## src/rtl/seg7_pkg.sv

```systemverilog
// Shared 7-segment pattern table (bit0=a .. bit6=g, active-low) used by both the
// display driver and the scan-capture decoder.
package seg7_pkg;

    localparam int NUM_DIGITS = 4;

    typedef logic [3:0] nibble_t;
    typedef logic [6:0] seg_pat_t;

    localparam seg_pat_t SEG_0 = 7'b1000000;
    localparam seg_pat_t SEG_1 = 7'b1111001;
    localparam seg_pat_t SEG_2 = 7'b0100100;
    localparam seg_pat_t SEG_3 = 7'b0110000;
    localparam seg_pat_t SEG_4 = 7'b0011001;
    localparam seg_pat_t SEG_5 = 7'b0010010;
    localparam seg_pat_t SEG_6 = 7'b0000010;
    localparam seg_pat_t SEG_7 = 7'b1111000;
    localparam seg_pat_t SEG_8 = 7'b0000000;
    localparam seg_pat_t SEG_9 = 7'b0010000;
    localparam seg_pat_t SEG_A = 7'b0001000;
    localparam seg_pat_t SEG_B = 7'b1100000;
    localparam seg_pat_t SEG_C = 7'b0110001;
    localparam seg_pat_t SEG_D = 7'b1000010;
    // The encoder shares the 3 glyph for E, so the decoder can never return E.
    localparam seg_pat_t SEG_E = SEG_3;
    localparam seg_pat_t SEG_F = 7'b0111000;

endpackage

```

## src/rtl/seg7_pattern_decode.sv

```systemverilog
// Combinational segment-pattern to hex-nibble decoder; ok_o low for any pattern
// outside the shared table.
module seg7_pattern_decode
    import seg7_pkg::*;
(
    input  seg_pat_t pattern_i,
    output logic     ok_o,
    output nibble_t  nibble_o
);

    always_comb begin
        ok_o     = 1'b1;
        nibble_o = 4'h0;
        case (pattern_i)
            SEG_0:   nibble_o = 4'h0;
            SEG_1:   nibble_o = 4'h1;
            SEG_2:   nibble_o = 4'h2;
            SEG_3:   nibble_o = 4'h3;
            SEG_4:   nibble_o = 4'h4;
            SEG_5:   nibble_o = 4'h5;
            SEG_6:   nibble_o = 4'h6;
            SEG_7:   nibble_o = 4'h7;
            SEG_8:   nibble_o = 4'h8;
            SEG_9:   nibble_o = 4'h9;
            SEG_A:   nibble_o = 4'hA;
            SEG_B:   nibble_o = 4'hB;
            SEG_C:   nibble_o = 4'hC;
            SEG_D:   nibble_o = 4'hD;
            SEG_F:   nibble_o = 4'hF;
            default: ok_o     = 1'b0;
        endcase
    end

endmodule

```

## src/rtl/seg7_scan_capture.sv

```systemverilog
// Multiplexed 7-segment bus reader: synchronize, debounce, decode, assemble frames.
// Optional partial-frame timeout enabled by defining SEG7_CAP_TIMEOUT_EN.
module seg7_scan_capture
    import seg7_pkg::*;
#(
    parameter int STABLE_CYCLES  = 16,
    parameter int TIMEOUT_CYCLES = 2**20
) (
    input  logic        CLK,
    input  logic        RST_N,
    input  logic [7:0]  seg_n,
    input  logic [3:0]  dig_en,
    output logic [15:0] value,
    output logic [3:0]  dots,
    output logic        valid,
    output logic        dec_err,
    output logic        sel_err,
    output logic        stale
);

    localparam int CW = $clog2(STABLE_CYCLES + 1);

    logic [11:0]   sync1_q, sync2_q, prev_q;
    logic [CW-1:0] cnt_q;
    logic          armed_q;
    logic [15:0]   shadow_q;
    logic [3:0]    shadow_dot_q, seen_q, seen_d;

    logic [7:0]    seg_s;
    logic [3:0]    en_s;
    logic          changed, accept, write, commit, timeout_hit;
    logic [1:0]    idx;
    logic          dec_ok;
    nibble_t       dec_nib;

    assign seg_s   = sync2_q[11:4];
    assign en_s    = sync2_q[3:0];
    assign changed = (sync2_q != prev_q);
    // Accept fires on the cycle the counter reaches STABLE_CYCLES.
    assign accept  = armed_q && !changed && (cnt_q == CW'(STABLE_CYCLES - 1));
    assign write   = accept && $onehot(en_s) && dec_ok;
    assign commit  = (seen_q == 4'hF);

    seg7_pattern_decode u_decode (
        .pattern_i (seg_s[6:0]),
        .ok_o      (dec_ok),
        .nibble_o  (dec_nib)
    );

    always_comb begin
        idx = 2'd0;
        for (int i = 0; i < NUM_DIGITS; i++) begin
            if (en_s[i]) idx = 2'(i);
        end
    end

`ifdef SEG7_CAP_TIMEOUT_EN
    localparam int IW = $clog2(TIMEOUT_CYCLES + 1);
    logic [IW-1:0] idle_q;

    assign timeout_hit = (idle_q == IW'(TIMEOUT_CYCLES)) && (seen_q != 4'h0) && !commit;

    always_ff @(posedge CLK or negedge RST_N) begin
        if (!RST_N) begin
            idle_q <= '0;
            stale  <= 1'b0;
        end else begin
            stale <= timeout_hit;
            if (accept) idle_q <= '0;
            else if (idle_q != IW'(TIMEOUT_CYCLES)) idle_q <= idle_q + 1'b1;
        end
    end
`else
    assign timeout_hit = 1'b0;
    assign stale       = 1'b0;
`endif

    always_comb begin
        seen_d = (commit || timeout_hit) ? 4'h0 : seen_q;
        if (write) seen_d[idx] = 1'b1;
    end

    always_ff @(posedge CLK or negedge RST_N) begin
        if (!RST_N) begin
            sync1_q      <= '0;
            sync2_q      <= '0;
            prev_q       <= '0;
            cnt_q        <= '0;
            armed_q      <= 1'b1;
            shadow_q     <= '0;
            shadow_dot_q <= '0;
            seen_q       <= '0;
            value        <= '0;
            dots         <= '0;
            valid        <= 1'b0;
            dec_err      <= 1'b0;
            sel_err      <= 1'b0;
        end else begin
            sync1_q <= {seg_n, dig_en};
            sync2_q <= sync1_q;
            prev_q  <= sync2_q;
            valid   <= 1'b0;
            dec_err <= 1'b0;
            sel_err <= 1'b0;
            seen_q  <= seen_d;

            if (changed) begin
                cnt_q   <= '0;
                armed_q <= 1'b1;
            end else begin
                if (cnt_q != CW'(STABLE_CYCLES)) cnt_q <= cnt_q + 1'b1;
                if (accept) armed_q <= 1'b0;
            end

            if (accept && en_s != 4'h0) begin
                if (!$onehot(en_s)) sel_err <= 1'b1;
                else if (!dec_ok)   dec_err <= 1'b1;
            end

            if (write) begin
                shadow_q[{idx, 2'b00} +: 4] <= dec_nib;
                shadow_dot_q[idx]           <= ~seg_s[7];
            end

            if (commit) begin
                value <= shadow_q;
                dots  <= shadow_dot_q;
                valid <= 1'b1;
            end
        end
    end

endmodule

```

## config.mk

```make
export PLATFORM = sky130hd
export DESIGN_NAME = seg7_scan_capture
export DESIGN_NICKNAME = d
export VERILOG_FILES = /design/src/rtl/seg7_pkg.sv /design/src/rtl/seg7_pattern_decode.sv /design/src/rtl/seg7_scan_capture.sv
export SDC_FILE = /design/constraint.sdc
export NUM_CORES = 1
export LEC_CHECK = 0
export ABC_CLOCK_PERIOD_IN_PS = 6900
export BUFFER_PORTS_ARGS = -buffer_cell sky130_fd_sc_hd__buf_2
export CAP_MARGIN = 10
export CORE_ASPECT_RATIO = 1.25
export CORE_MARGIN = 10
export CORE_UTILIZATION = 61
export CTS_CLUSTER_SIZE = 14
export DETAILED_ROUTE_END_ITERATION = 8
export GPL_TIMING_DRIVEN = 0
export PLACE_DENSITY = 0.81
export SLEW_MARGIN = 0
export SYNTH_ARGS = -nofsm -noshare
export SYNTH_HDL_FRONTEND = slang
export SYNTH_SLANG_ARGS = --single-unit
export TNS_END_PERCENT = 1
```

## constraint.sdc

```tcl
create_clock -name CLK -period 6.9 [get_ports CLK]
set_clock_uncertainty 0.15 [all_clocks]
set_input_delay 1.38 -clock CLK [delete_from_list [all_inputs] [get_ports CLK]]
set_output_delay 1.38 -clock CLK [all_outputs]
set_load 0.005 [all_outputs]
```

# Word level (Yosys, flattened, before mapping)

Index checks and enable logic that the tools add are counted.

Register bits: 89
Latch bits: 0
RAM bits: 0
Memory bits (read-only): 0
Bits of input ports: 14
Output and inout port bits: 24
Word-level logic and storage cells: 76
Memories: 0

$add $sub $neg: 5
Multiply operators: 0
Div/mod/pow operators: 0
Magnitude comparators: 2
Equality and inequality tests: 19
Shifts and indexed selects: 2
Muxes and demuxes: 21
Bitwise gates (word level): 2
Reduce and logical (&&, ||, !) cells: 12

Operator list:

| operator                                             | count |
|---|---|
| one-hot mux 4 bit (14 select lines)                  | 1 |
| == test 7 bit, second input constant                 | 5 |
| == test 7 x 6 -> 1 bit, second input constant        | 4 |
| == test 7 x 5 -> 1 bit, second input constant        | 3 |
| bitwise mux 16 bit                                   | 1 |
| variable shift 4 x 6 -> 16 bit, first input constant | 1 |
| variable part select 4 x 6 -> 16 bit                 | 1 |
| OR reduction 15 bit                                  | 1 |
| inequality test 12 bit                               | 1 |
| two-way mux 1 bit                                    | 11 |
| two-way mux 5 bit                                    | 2 |
| two-way mux 4 bit                                    | 2 |
| == test 7 x 2 -> 1 bit, second input constant        | 1 |
| == test 7 x 4 -> 1 bit, second input constant        | 1 |
| logical NOT 7 bit                                    | 1 |
| logical AND 1 bit                                    | 6 |
| negator 4 -> 6 bit                                   | 1 |
| adder 5 x 1 -> 5 bit, second input constant          | 1 |
| == test 5 x 4 -> 1 bit, second input constant        | 1 |
| inequality test 5 bit, second input constant         | 1 |
| adder 1 x 1 -> 2 bit                                 | 2 |
| bitwise mux 4 bit                                    | 1 |
| == test 4 bit, second input constant                 | 1 |
| two-way mux 2 bit                                    | 2 |
| other kinds (10)                                     | 11 |

# Logic depth before layout (Yosys ltp)

Word-level depth: 9
Mapped depth: 9
Depth with buffers taken out: 9

# Modules after synthesis

A second synthesis with hierarchy kept.

Cell total of the unflattened synthesis: 341
Area total of the unflattened synthesis: 3,876.2 µm²

By module, submodules not included:

| module              | times used | cells each | area an instance (µm²) | seq. area each (µm²) |
|---|---|---|---|---|
| seg7_scan_capture   | 1          | 292        | 3,544.6                | 2,228.4 |
| seg7_pattern_decode | 1          | 49         | 331.6                  | 0.0 |

# Worst setup path before layout

No wires, ideal clock.

Path kind: reg-to-reg
From: register sync2_q[3]
To: register shadow_q[4]
Library setup time: 0.125 ns
Arrival time: 2.665 ns
Data required time: 6.625 ns
Path slack: 3.960 ns
Stages on the path, launching flop included: 10
Path buffers: 0
Clock period less this slack: 2.940 ns
Path through: dfrtp_1 -> inv_1 -> fa_1 -> inv_1 -> ha_1 -> ha_1 -> nor3b_1 -> and3_1 -> o211ai_2 -> mux2_2

Word-level cells in the longest chain between the ends: 6
Elaborated cells on any way between the ends: 14
Classes of those cells: add/sub: 3; eq/ne: 2; shift: 2; mux: 2; reduce/logical: 5

RTL lines:

| what                                                                       | RTL line                 | RTL |
|---|---|---|
| start, declared                                                            | seg7_scan_capture.sv:23  | `logic [11:0] sync1_q, sync2_q, prev_q;` |
| start signal, assigned                                                     | seg7_scan_capture.sv:100 | `sync2_q <= sync1_q;` |
| parallel branches: the longest is 6 deep, another holds negator 4 -> 6 bit | n/a                      |  |
| end signal, assigned by index                                              | seg7_scan_capture.sv:121 | `shadow_q[{idx, 2'b00} +: 4] <= dec_nib;` |
| end, declared                                                              | seg7_scan_capture.sv:26  | `logic [15:0] shadow_q;` |

Several ways; the timed one is not identified.
A chain may end at the register's enable or synchronous reset.

# Final worst setup path

From: register sync2_q[0]
To: register shadow_q[9]

Word-level cells in the longest chain between the ends: 6
Elaborated cells on any way between the ends: 9
Classes of those cells: add/sub: 2; eq/ne: 2; reduce/logical: 5

RTL lines:

| what                                                                         | RTL line                | RTL |
|---|---|---|
| parallel branches: the longest is 4 deep, another holds adder 2 x 2 -> 3 bit | n/a                     |  |
| logical AND 1 bit * (2 in a row)                                             | seg7_scan_capture.sv:41 | `assign write = accept && $onehot(en_s) && dec_ok;` |

Every way passes the cells marked *.

==> flow_summary.toml <==
[detailed_routing]
vias = 2238
drcViolationCount = 0
drt_first_pass_iters = 4
vias_per_cell = 5.37
wl_mm = 6.02
dr.first_iter.drc_count = 75
wire_per_inst_um = 14.4
ant_nets = 0

[yosys]
ys_ff_latch = 89
syn_area_um2 = 3580
synth_area_leader_cell = "dfrtp_1"
synth_cell_types = 47
synthTopCellsByArea = "dfrtp_1, nand2_1, mux2_2, xnor2_1, ha_1"
yosysWarnings = 0
synth_edf_count = 0
synth_top_area_share_pct = 61.4
synthCells = 298
ys_seq_area_share_pct = 62.2
syn_avg_cell_area_um2 = 12.0
synth_nets = 319
async_reset_ff_share_pct = 100
ys.flop_type = "dfrtp_1"

[timing]
finalCritPeriodShare_pct = 48.3
fin_setup_tns_ns = 0
fmax_ghz = 0.300
slew-limit-headroom_pct = 44.7
setup_viol = 0
period_needed_ns = 3.33
finalHoldViolCount = 0
rsz0062_at_grt = "false"
slew_violations = 0
worst_pin_slew_ns = 0.818

[worst_setup_path]
slowest_stage = "nor3b_1"
critPathRequiredTime_ns = 6.98
cp.arrival_ns = 3.41
crit_type = "register to register"
r2r_cells = 8
cp-end-kind = "register"
max_stage_delay_ns = 0.66
start_kind = "register"
cp_max_fo = 6
path_cells = "inv_1, fa_1, inv_1, ha_1, ha_1, nor3b_1, o2111ai_2, mux2_2"

[power]
vdd.ir_drop.worst_mv = 0.169
p_total_mw = 0.896
leakage_nw = 2.08
powerDensity_nw_per_um2 = 221

[global_route]
grt_pass1_wl_mm = 10.4
grt_pass1_vias = 2340
grt.total_usage_pct = 14.0
antenna_found_initial = 0
grt_overflow = 0
grt_max_degree = 59

[clock_network]
numCtsBuffers = 9
clock_path_buffers = 2
root_buffer = "clkbuf_8"
htreeDepth = 3
ctsResizeCount = 0
hold_buffers = 0
cts_setup_buffers = 0
clock_sinks = 89
clock_latency_ns = 0.35
cts_tree = "built"
clk_pin_slew_ns = 0.07

[placed_design]
port_buffers = 36
hpwl_mm = 4.37
gp_congestion = 0.877

[floorplanning]
rows = 31
die_area_um2 = 9360
start_util_pct = 62.4
pin_count = 38
die_h_um = 106
core_um2 = 5740
die_w_um = 88.6

[final_layout]
syn_to_final_growth_pct = 13.0
fin_nets = 367
drive_gt1_share_pct = 23.9
diodes = 0

[hold_path]
hp-class = "register to register"
whs_path_depth = 0

[status]
status = "completed"

[flow_run]
timing.max_cap.violations = 0
kinds of logic (layout without fill, tap and decap cells):
kind of cell | after synthesis | after routing | synth area share [%]
AOI/OAI and AO/OA | 27 | 27 | 6.42
xor gates and xnor gates | 15 | 15 | 3.67
adders and majority gates | 7 | 7 | 2.65
buffers and inverters | 30 | 83 | 3.63
DFF | 89 | 89 | 62.2
muxes | 21 | 21 | 6.42
other | 1 | 1 | 0.105
and+or+nand+nor | 108 | 108 | 14.9
worst max-delay path, delay by kind of cell, from the launching register on:
family	cells	cell delay, ns
adders and majority gates	3	0.98
DFF	1	0.43
buffers and inverters	2	0.16
muxes	1	0.39
and+or+nand+nor	1	0.66
AOI/OAI and AO/OA	1	0.45
final cells by class:
| cell class | count | area, um^2 |
|---|---|---|
| plain buffers | 13 | 66.3 |
| clock buffers | 11 | 141 |
| clock inverters | 5 | 31.3 |
| fillers | 434 | 1690 |
| inverters | 17 | 63.8 |
| multi-input cells | 179 | 1230 |
| flip-flops and latches | 89 | 2230 |
| well taps | 66 | 82.6 |
| repair buffers | 37 | 210 |
report_power, final:
group          leakage, nW  total (mW)  switching (mW)  internal (mW)
combinational        0.833      0.0505          0.0309         0.0196
sequential            1.16       0.539         0.00750          0.532
clock               0.0891       0.306           0.167          0.139
total                 2.08       0.896           0.205          0.691
layer usage:
metal	routed length (um)	vias up	track usage, %
li1	-	1094	-
met1	2610	1074	15.9
met5	0	-	0
met3	325	12	4.39
met4	138	0	7.06
met2	2940	58	23.0
synthesized netlist by cell type, types with 4 or more instances:
cell type,number
nand4_1,6
buf_2,5
o2111ai_2,4
clkbuf_1,5
nor4b_1,4
a21oi_1,4
xnor2_1,14
nor2_1,9
mux2i_1,5
nand2_1,63
inv_1,16
dfrtp_1,88
ha_1,6
nor3_1,4
mux2_2,16
o21ai_0,5
sequential cells by signal (all words and copies together) (netlist names), 4 cells and up:
| signal | cells |
|---|---|
| cnt_q | 5 |
| dots | 4 |
| prev_q | 12 |
| seen_q | 4 |
| shadow_dot_q | 4 |
| shadow_q | 16 |
| sync1_q | 12 |
| sync2_q | 12 |
| value | 16 |
cells in the final DEF, fill, tap and decap left out, types with 2 or more instances in the layout:
cell,count
a211oi_1,2
a21o_1,2
a21oi_1,4
and2_1,3
and3_1,3
and4b_1,2
buf_2,40
buf_4,2
clkbuf_1,6
clkbuf_8,10
clkinv_2,3
dfrtp_1,88
ha_1,6
inv_1,16
mux2_2,16
mux2i_1,5
nand2_1,63
nand3b_1,2
nand4_1,6
nor2_1,9
nor2b_1,3
nor3_1,4
nor3b_1,3
nor4b_1,4
nor4bb_1,2
o2111ai_2,4
o21ai_0,5
xnor2_1,14
final timing paths:
path,start,slack [ns],to
setup / recovery,sync2_q[0],3.57,shadow_q[9]
hold / removal,sync1_q[11],0.20,sync2_q[11]
setup reg to reg,sync2_q[0],3.57,shadow_q[9]
hold reg to reg,sync1_q[11],0.20,sync2_q[11]
max in group asynchronous,RST_N,5.19,sync2_q[0]
min in group asynchronous,RST_N,0.81,cnt_q[0]
stage by stage:
step	setup slack (ns)	hold WS [ns]	util, %	cells	cell area (um^2)
global route	3.38	0.211	70.6	417	4050
detailed placement	3.54	0.186	67.5	401	3880
global placement	3.60	0.182	67.0	400	3850
floorplan	3.96	0.181	-	298	3580
finish	3.57	0.202	70.6	417	4050
CTS	3.53	0.202	70.6	417	4050
No activity file was read; power rests on OpenSTA's default activity.
